## src/rtl/mem_access_sched.sv

```systemverilog
// mem_access_sched
// Shares one memory controller port among NREQ requesters. A winner is picked
// in IDLE, its command is latched, and the access is sequenced through SETUP,
// ACCESS and RECOVER before the next arbitration. Completion is signalled with
// a one-hot done pulse, and read data is returned on rdata.
//
// Build option: define MEM_SCHED_FIXED_PRIO_EN for fixed priority arbitration
// (lowest index wins, no round-robin pointer). Default is round robin.
// Timing, handshake and outputs are the same in both builds.
module mem_access_sched #(
    parameter int NREQ      = 4,
    parameter int AW        = 16,
    parameter int DW        = 8,
    parameter int T_SETUP   = 1,
    parameter int T_ACCESS  = 3,
    parameter int T_RECOVER = 2
) (
    input  logic               clk,
    input  logic               rst,
    input  logic [NREQ-1:0]    req,
    input  logic [NREQ-1:0]    req_we,
    input  logic [NREQ*AW-1:0] req_addr,
    input  logic [NREQ*DW-1:0] req_wdata,
    output logic [NREQ-1:0]    gnt,
    output logic [NREQ-1:0]    done,
    output logic [DW-1:0]      rdata,
    output logic               busy,
    output logic               mem_cs,
    output logic               mem_we,
    output logic [AW-1:0]      mem_addr,
    output logic [DW-1:0]      mem_wdata,
    input  logic [DW-1:0]      mem_rdata
);

    localparam int IW = (NREQ > 1) ? $clog2(NREQ) : 1;

    // Counter reload values: a phase of N cycles counts N-1 down to 0.
    localparam logic [7:0] CNT_SETUP   = 8'(T_SETUP - 1);
    localparam logic [7:0] CNT_ACCESS  = 8'(T_ACCESS - 1);
    localparam logic [7:0] CNT_RECOVER = 8'(T_RECOVER - 1);

    typedef enum logic [1:0] {
        S_IDLE,
        S_SETUP,
        S_ACCESS,
        S_RECOVER
    } state_t;

    state_t        state;
    logic [7:0]    cnt;

    // Arbitration result for the current cycle.
    logic [IW-1:0] win_idx;
    logic [IW-1:0] cand;
    logic          found;

    // Command of the access in flight, captured with the grant.
    logic [IW-1:0] cur_idx;
    logic          cmd_we;
    logic [DW-1:0] cmd_wdata;

    function automatic logic [NREQ-1:0] onehot(input logic [IW-1:0] k);
        logic [NREQ-1:0] v;
        v    = '0;
        v[k] = 1'b1;
        return v;
    endfunction

`ifdef MEM_SCHED_FIXED_PRIO_EN
    // Fixed priority search: the lowest requesting index wins
    always_comb begin
        win_idx = '0;
        found   = 1'b0;
        cand    = '0;
        for (int i = 0; i < NREQ; i++) begin
            cand = IW'(i);
            if (!found && req[cand]) begin
                found   = 1'b1;
                win_idx = cand;
            end
        end
    end
`else
    logic [IW-1:0] rr_ptr;

    function automatic logic [IW-1:0] next_ptr(input logic [IW-1:0] w);
        if (int'(w) == NREQ - 1) begin
            return '0;
        end
        return w + 1'b1;
    endfunction

    // Round-robin pointer: the requester after the latest winner is searched first
    always_ff @(posedge clk) begin
        if (rst) begin
            rr_ptr <= '0;
        end else if (state == S_IDLE && found) begin
            rr_ptr <= next_ptr(win_idx);
        end
    end

    // Rotated search starting at the pointer, wrapping modulo NREQ
    always_comb begin
        win_idx = '0;
        found   = 1'b0;
        cand    = '0;
        for (int i = 0; i < NREQ; i++) begin
            cand = IW'((int'(rr_ptr) + i) % NREQ);
            if (!found && req[cand]) begin
                found   = 1'b1;
                win_idx = cand;
            end
        end
    end
`endif

    // Command latch: the winner's command is held for the whole access
    always_ff @(posedge clk) begin
        if (state == S_IDLE && found) begin
            cur_idx   <= win_idx;
            cmd_we    <= req_we[win_idx];
            cmd_wdata <= req_wdata[int'(win_idx)*DW +: DW];
        end
    end

    // Sequencer: phase timing plus every registered output of the block
    always_ff @(posedge clk) begin
        if (rst) begin
            state     <= S_IDLE;
            cnt       <= '0;
            gnt       <= '0;
            done      <= '0;
            rdata     <= '0;
            busy      <= 1'b0;
            mem_cs    <= 1'b0;
            mem_we    <= 1'b0;
            mem_addr  <= '0;
            mem_wdata <= '0;
        end else begin
            gnt  <= '0;
            done <= '0;
            case (state)
                S_IDLE: begin
                    if (found) begin
                        state    <= S_SETUP;
                        cnt      <= CNT_SETUP;
                        gnt      <= onehot(win_idx);
                        busy     <= 1'b1;
                        mem_cs   <= 1'b1;
                        mem_addr <= req_addr[int'(win_idx)*AW +: AW];
                    end
                end
                S_SETUP: begin
                    if (cnt == 8'd0) begin
                        state     <= S_ACCESS;
                        cnt       <= CNT_ACCESS;
                        mem_we    <= cmd_we;
                        mem_wdata <= cmd_we ? cmd_wdata : '0;
                    end else begin
                        cnt <= cnt - 8'd1;
                    end
                end
                S_ACCESS: begin
                    if (cnt == 8'd0) begin
                        // Last strobe cycle: the read data is taken here.
                        state     <= S_RECOVER;
                        cnt       <= CNT_RECOVER;
                        mem_cs    <= 1'b0;
                        mem_we    <= 1'b0;
                        mem_addr  <= '0;
                        mem_wdata <= '0;
                        done      <= onehot(cur_idx);
                        if (!cmd_we) begin
                            rdata <= mem_rdata;
                        end
                    end else begin
                        cnt <= cnt - 8'd1;
                    end
                end
                S_RECOVER: begin
                    if (cnt == 8'd0) begin
                        state <= S_IDLE;
                        cnt   <= '0;
                        busy  <= 1'b0;
                    end else begin
                        cnt <= cnt - 8'd1;
                    end
                end
                default: begin
                    state <= S_IDLE;
                    cnt   <= '0;
                    busy  <= 1'b0;
                end
            endcase
        end
    end

endmodule

```

## config.mk

```make
export PLATFORM = sky130hd
export DESIGN_NAME = mem_access_sched
export DESIGN_NICKNAME = d
export VERILOG_FILES = /design/src/rtl/mem_access_sched.sv
export SDC_FILE = /design/constraint.sdc
export NUM_CORES = 1
export LEC_CHECK = 0
export CAP_MARGIN = 30
export CORE_ASPECT_RATIO = 1.1
export CORE_MARGIN = 5
export CORE_UTILIZATION = 37
export CTS_CLUSTER_SIZE = 28
export DETAILED_ROUTE_END_ITERATION = 8
export PLACE_DENSITY = 0.78
export SKIP_CTS_REPAIR_TIMING = 1
export SLEW_MARGIN = 20
export SYNTH_ARGS = -nofsm -noshare
export SYNTH_HDL_FRONTEND = slang
export SYNTH_SLANG_ARGS = --single-unit
```

## constraint.sdc

```tcl
create_clock -name clk -period 1.95 [get_ports clk]
set_input_delay 0.2925 -clock clk [delete_from_list [all_inputs] [get_ports clk]]
set_output_delay 0.2925 -clock clk [all_outputs]
set_load 0.05 [all_outputs]
```

==> impl_summary.log, run 1 <==
INFO  metric status = finished, final reports clean
INFO  metric die_h = 109 um
INFO  metric synth_top_family_by_area = multiplexers
INFO  metric rsz_0062_raised_after_global_routing = no
INFO  metric synth.lib_cells_used.distinct = 40
INFO  metric synthTopCellsByCount = mux2i_1 (61), dfxtp_1 (55), nand2_1 (42), nor2_1 (22), a21oi_1 (19)
INFO  metric critical_path_buf_inv_count = 1
INFO  metric slowest_stage = clkdlybuf4s50_1
INFO  metric hpwl = 7.40 mm
INFO  metric r2r_cells = 7
INFO  metric worst_ep_arrival_time = 1.54 ns
INFO  metric grt_pass1_vias = 3188
INFO  metric slowest_delay = 0.82 ns
INFO  metric die_width = 100 um
INFO  metric grt.total_usage = 0.172
INFO  metric regToRegSetupSlack = 0.12 ns
INFO  metric slew-limit-headroom = 0.636
INFO  metric min_period_over_period = 0.941
INFO  metric dieArea = 10900 um^2
INFO  metric synth_area_leaders = dfxtp_1 (33%), mux2i_1 (19%), edfxtp_1 (10%)
INFO  metric cts_buffers = 9
INFO  metric worstSetupStartpoint = mem_wdata[6]
INFO  metric clock_latency = 0.35 ns
INFO  metric yosys_register_bits = 66
INFO  metric grt.overflow.total = 0
INFO  metric synth_xor_area_frac = 0.0159
INFO  metric drtAntennaViolNets = 0
INFO  metric slew_viol_final = 0
INFO  metric core_region_area = 8780 um^2
INFO  metric synth-compound-area-share = 0.138
INFO  metric vias = 3010
INFO  metric synth_cells = 322
INFO  metric drt_pre_antenna_iters = 4
INFO  metric synth-simple-area-share = 0.149
INFO  metric final_setup_violating_endpoints = 0
INFO  metric worst_r2r_startpoint = cnt[0]
INFO  metric post_dp_cell_area = 5130 um^2
INFO  metric vdd.ir_drop.worst = 0.741 mV
INFO  metric synth_fa_ha_area_frac = 0.0417
INFO  metric grt_start_max_net_pins = 33
INFO  metric drt-wirelength-per-cell = 14.9 um
INFO  metric antenna_diode_count = 0
INFO  metric gp_congestion = 0.788
INFO  metric vias_per_cell = 4.92
INFO  metric fmax = 545 MHz
INFO  metric worstPathRequired = 1.66 ns
INFO  metric startpoint_type = flip-flop
INFO  metric wirelength = 9.15 mm
INFO  metric yosysTopAreaCellShare = 0.334
INFO  metric nNetsFinal = 618
INFO  metric grt_antenna_before_repair = 0
INFO  metric cpLargestDelayFamily = buffers and inverters
INFO  metric crit_fanout = 2
INFO  metric buffer_type_at_the_clock_tree_root = clkbuf_8
INFO  metric final_design_area_no_fill = 5350 um^2
INFO  metric worst_pin_slew = 0.545 ns
INFO  metric post_synthesis_area_per_instance = 10.2 um^2
INFO  metric share_of_async_settable_or_async_resettable_flops_after_synthesis = 0
INFO  metric criticalPathCategory = reg2out
INFO  metric tritoncts = done
INFO  metric flow.area_growth_from_synthesis = 62.0%
INFO  metric max-clock-path-buffers = 2
INFO  metric grt_first_pass_wirelength = 14.9 mm
INFO  metric postSynth.topFlopCell = dfxtp_1
INFO  metric critical_path_depth = 1
INFO  metric ordered_cell_list_for_the_critical_path = clkdlybuf4s50_1
INFO  metric top_level_ports = 157
INFO  metric power.density_cell_area = 1410 nW/um^2
INFO  metric report.final.hold_viol_count = 0
INFO  metric syn-num-nets = 447
INFO  metric number_of_flops_mapped_to_enable_cells_by_yosys = 11
INFO  metric fin_skew = 0.00799 ns
INFO  metric crit-reg2reg-capture = mem_wdata[0]
INFO  metric number_of_rows_in_the_core_area = 36
INFO  metric cts.reportedPaths.clkPinSlew = 0.08 ns
INFO  metric syn-cell-area = 3300 um^2
INFO  metric final_period_minus_worst_setup_slack = 1.84 ns
INFO  metric cp-endpoint = mem_wdata[6]
INFO  metric drive_above_1_share = 0.122
INFO  metric detail_route.drc_violations = 0
INFO  metric htreeDepth = 3
INFO  metric ys.warnings.count = 0
INFO  metric muxShareOfSynthArea = 0.185
INFO  metric dp_slack = -0.252 ns
INFO  metric cts_sink_cnt = 66
INFO  metric setup_slack = 0.114 ns
INFO  metric power_leakage = 2.07 nW
INFO  metric max_cap_viol_count = 0
INFO  metric critical_path.endpoint_type = output pin
INFO  metric synth_most_common_cell = mux2i_1
INFO  metric synth_area_leader_cell = dfxtp_1
INFO  metric drtIter0Drc = 82
INFO  metric port-buffer-count = 156
INFO  metric tightest_hold_check_type = reg2reg
INFO  metric total_power = 0.00753 W
INFO  metric synth-seq-area-share = 0.434
INFO  metric start_util = 0.376
[registers in the layout, summed over array words and instances (netlist names), 2 cells and up]
| name | count |
|---|---|
| cur_idx | 2 |
| cnt | 8 |
| mem_addr | 16 |
| done | 4 |
| cmd_wdata | 8 |
| rr_ptr | 2 |
| mem_wdata | 8 |
| state | 2 |
| rdata | 8 |
| gnt | 4 |
[placed cells by master (no fill, tap or decap), types with 2 or more instances in the layout]
master	Yosys	final
xnor2_1	3	3
buf_12	0	5
nor4_4	2	2
o21ai_0	3	3
nand2b_1	3	3
buf_4	0	16
nor3b_2	1	2
dfxtp_1	55	54
o221ai_2	10	10
nand3_1	4	4
clkbuf_8	0	9
a21oi_1	19	19
o2111ai_1	2	2
nor3_1	2	2
o221ai_1	6	6
mux2i_1	61	61
and2_1	6	6
nor2_1	22	22
xor2_1	3	3
nor4_1	5	4
a22o_1	8	8
nand2_1	42	41
ha_1	11	10
a211oi_1	2	2
inv_1	9	9
clkdlybuf4s50_1	0	156
inv_6	0	3
clkinv_4	0	3
edfxtp_1	11	11
[worst min-delay path by stage]
stage | depth (start not counted) | startpoint | end
after CTS | 2 | rdata[6] | rdata[6]
after global routing | 2 | rdata[4] | rdata[4]
final | 2 | rdata[6] | rdata[6]
after detailed placement | 2 | rdata[6] | rdata[6]
after global placement | 2 | rdata[3] | rdata[3]
after floorplan | 2 | mem_rdata[0] | rdata[0]
[cells by family after synthesis]
| logic type | Yosys count |
|---|---|
| compound gates | 54 |
| xor+xnor | 6 |
| fa+ha+maj | 11 |
| buf+inv | 26 |
| flops | 66 |
| mux | 61 |
| simple gates | 98 |
[metrics by stage]
step | setup TNS, ns | std cells | hold slack, ns | util
6_report | 0 | 612 | 0.453 | 0.609
2_1_floorplan | 0 | 322 | 0.433 | -
5_1_grt | 0 | 612 | 0.482 | 0.609
3_3_place_gp | -5.74 | 595 | 0.439 | 0.584
3_5_place_dp | -8.89 | 595 | 0.446 | 0.584
4_1_cts | -0.457 | 611 | 0.457 | 0.605
[power by group]
part | switching (W) | total [W] | internal [W]
Clock | 0.000583 | 0.00106 | 0.000480
Sequential | 0.000303 | 0.00223 | 0.00193
Combinational | 0.00246 | 0.00424 | 0.00179
[per-layer routing]
layer  GRT usage  share of wire  up-vias  wire (um)
met2       0.295           0.49      118       4500
li1            -              -     1510          -
met5           0              0        -          0
met4      0.0731          0.021        0        192
met1       0.197           0.40     1366       3640
met3      0.0576          0.089       16        818
[cell type report]
cell class              instances  area (um^2)
inverters                       9         33.8
multi-input cells             230         1770
repair buffers                177         1780
clock inverters                 7         60.1
clock buffers                   9          124
well taps                     114          143
fillers                       758         3440
flip-flops and latches         66         1430
(Power assumes the default switching activity.)
==> run 2: changes to the inputs <==
--- a/config.mk
+++ b/config.mk
@@ -8,10 +8,10 @@
 export CAP_MARGIN = 30
 export CORE_ASPECT_RATIO = 1.1
 export CORE_MARGIN = 5
-export CORE_UTILIZATION = 37
+export CORE_UTILIZATION = 41
 export CTS_CLUSTER_SIZE = 28
 export DETAILED_ROUTE_END_ITERATION = 8
-export PLACE_DENSITY = 0.78
+export PLACE_DENSITY = 0.81
 export SKIP_CTS_REPAIR_TIMING = 1
 export SLEW_MARGIN = 20
 export SYNTH_ARGS = -nofsm -noshare
==> constraint.sdc (replaced) <==
create_clock -name clk -period 1.9 [get_ports clk]
set_input_delay 0.285 -clock clk [delete_from_list [all_inputs] [get_ports clk]]
set_output_delay 0.285 -clock clk [all_outputs]
set_load 0.05 [all_outputs]
==> impl_summary.log, run 2 (same netlist as run 1, synthesis figures left out) <==
INFO  metric status = finished, final reports clean
INFO  metric final_setup_violating_endpoints = 0 (unchanged)
INFO  metric final_design_area_no_fill = 5450 um^2 (+1.9%)
INFO  metric hold-path-endpoint = rdata[1]
INFO  metric max-clock-path-buffers = 2 (unchanged)
INFO  metric rsz_0062_raised_after_global_routing = no
INFO  metric nNetsFinal = 626 (+1.3%)
INFO  metric cts_buffers = 9 (unchanged)
INFO  metric final_period_minus_worst_setup_slack = 1.81 ns
INFO  metric commonest_cells_after_routing_fill_and_taps_aside = clkdlybuf4s50_1 (156), mux2i_1 (60), dfxtp_1 (55)
INFO  metric hold_ws = 0.455 ns (+0.00232 ns)
INFO  metric fin_skew = 0.00637 ns (-0.00162 ns)
INFO  metric post_dp_cell_area = 5190 um^2 (+1.2%)
INFO  metric drtIter0Drc = 102 (+24%)
INFO  metric fill_cells = 601 (-21%)
INFO  metric drt-wirelength-per-cell = 15.6 um (+4.5%)
INFO  metric regMostFlops = mem_addr
INFO  metric clock_latency = 0.34 ns (about the same)
INFO  metric drt_pre_antenna_iters = 4 (unchanged)
INFO  metric worstPathRequired = 2.08 ns (+0.42 ns)
INFO  metric start_util = 0.419 (+0.0436)
INFO  metric regToRegSetupSlack = 0.09 ns (-0.03 ns)
INFO  metric criticalPathCategory = reg2reg
INFO  metric worst_r2r_startpoint = rr_ptr[1]
INFO  metric port-buffer-count = 156 (unchanged)
INFO  metric tightest_hold_check_type = reg2reg
INFO  metric slowest_stage = dfxtp_1
INFO  metric total_power = 0.00802 W (+6.4%)
INFO  metric largest_reg_flops = 16 (unchanged)
INFO  metric startpoint_type = flip-flop
INFO  metric drive_above_1_share = 0.134 (+0.0119)
INFO  metric die_h = 104 um (-4.5%)
INFO  metric vias_per_cell = 5.03 (+2.3%)
INFO  metric vdd.ir_drop.worst = 0.742 mV (+0.11%)
INFO  metric htreeDepth = 3 (unchanged)
INFO  metric drtAntennaViolNets = 0 (unchanged)
INFO  metric core_region_area = 7870 um^2 (-10%)
INFO  metric die_width = 95.5 um (-4.5%)
INFO  metric grt_first_pass_wirelength = 15.2 mm (+1.9%)
INFO  metric finalSetupTns = 0 ns (unchanged)
INFO  metric max_cap_viol_count = 0 (unchanged)
INFO  metric number_of_rows_in_the_core_area = 34 (-5.6%)
INFO  metric r2r_cells = 6 (-1)
INFO  metric crit-reg2reg-capture = cmd_wdata[6]
INFO  metric min_period_over_period = 0.951
INFO  metric buffer_type_at_the_clock_tree_root = clkbuf_8
INFO  metric grt_antenna_before_repair = 0 (unchanged)
INFO  metric power.density_cell_area = 1470 nW/um^2 (+4.5%)
INFO  metric slew-limit-headroom = 0.641 (+0.00476)
INFO  metric slew_viol_final = 0 (unchanged)
INFO  metric hpwl = 7.61 mm (+2.9%)
INFO  metric grt.total_usage = 0.196 (+0.0235)
INFO  metric grt_start_max_net_pins = 26 (-21%)
INFO  metric grt_pass1_vias = 3228 (+1.3%)
INFO  metric antenna_diode_count = 0 (unchanged)
INFO  metric min_path_cells = 2 (unchanged)
INFO  metric grt.overflow.total = 0 (unchanged)
INFO  metric slowest_delay = 0.40 ns (-0.42 ns)
INFO  metric cts.reportedPaths.clkPinSlew = 0.08 ns (about the same)
INFO  metric cts_sink_cnt = 66 (unchanged)
INFO  metric worst_ep_arrival_time = 1.99 ns (+0.45 ns)
INFO  metric top_level_ports = 157 (unchanged)
INFO  metric dieArea = 9940 um^2 (-8.8%)
INFO  metric fmax = 553 MHz
INFO  metric flow.area_growth_from_synthesis = 65.1%
INFO  metric layout_commonest_cell = clkdlybuf4s50_1
INFO  metric worst_pin_slew = 0.537 ns (-0.00712 ns)
INFO  metric timing.hold.worst.start = rdata[1]
INFO  metric report.final.hold_viol_count = 0 (unchanged)
INFO  metric tritoncts = done
INFO  metric ordered_cell_list_for_the_critical_path = mux2i_1 -> nor2_1 -> a311oi_2 -> buf_4 -> buf_12 -> mux2i_1
INFO  metric critical_path.endpoint_type = flip-flop
INFO  metric crit_fanout = 7 (+5)
INFO  metric critical_path.most_common_cell = mux2i_1
INFO  metric vias = 3088 (+2.6%)
INFO  metric gp_congestion = 0.775 (-1.6%)
INFO  metric wirelength = 9.59 mm (+4.8%)
INFO  metric power_leakage = 2.14 nW (+3.3%)
INFO  metric detail_route.drc_violations = 0 (unchanged)
==> run 2: cell count changes in the layout (fill, tap and decap cells not counted), sizes merged <==
cell / before / now
buf: 21 / 29
clkbuf: 9 / 10
inv: 12 / 10
bufinv: 0 / 1
==> run 2: cell type report <==
| type | count | area, um^2 | area share |
|---|---|---|---|
| Timing Repair Buffer | 185 | 1850 | 0.339 |
| Multi-Input combinational cell | 230 | 1780 | 0.327 |
| Sequential cell | 66 | 1430 | 0.263 |
| Clock buffer | 10 | 149 | 0.0273 |
| Tap cell | 108 | 135 | 0.0248 |
| Clock inverter | 6 | 72.6 | 0.0133 |
| Inverter | 9 | 33.8 | 0.00620 |
==> run 2: critical path: cells and delay by family, from the launching register on <==
family          cells  cell delay [ns]
compound gates      1             0.38
buf+inv             2             0.35
flops               1             0.40
mux                 2             0.44
simple gates        1             0.07
==> run 2: report_power, final <==
part           internal, W  total (W)  switching [W]
clock network     0.000696    0.00127       0.000572
logic              0.00191    0.00448        0.00257
registers          0.00197    0.00227       0.000297
==> run 2: how the worst max path moves through the flow <==
stage                     startpoint      endpoint  slack [ns]  depth (start not counted)
after floorplan            rr_ptr[1]        gnt[0]        0.02                          7
after global placement        req[2]  mem_addr[15]       -0.18                          7
after detailed placement      req[2]  mem_addr[15]       -0.26                          7
after CTS                     cnt[1]  mem_wdata[4]        -0.1                          7
after global routing       rr_ptr[1]  cmd_wdata[6]        0.01                          6
final                      rr_ptr[1]  cmd_wdata[6]        0.09                          6
==> run 2: stage by stage <==
stage,setup WS (ns),util,instances
4_1_cts,-0.0951,0.688,614
2_1_floorplan,0.0184,-,322
5_1_grt,0.0129,0.692,614
3_5_place_dp,-0.261,0.660,598
3_3_place_gp,-0.178,0.660,598
6_report,0.0923,0.692,614
==> run 2: per-layer routing <==
| metal | wire [um] | vias to the layer above | GRT usage |
|---|---|---|---|
| li1 | - | 1524 | - |
| met1 | 3520 | 1434 | 0.205 |
| met2 | 5200 | 106 | 0.352 |
| met3 | 576 | 24 | 0.0449 |
| met4 | 289 | 0 | 0.104 |
| met5 | 0 | - | 0 |
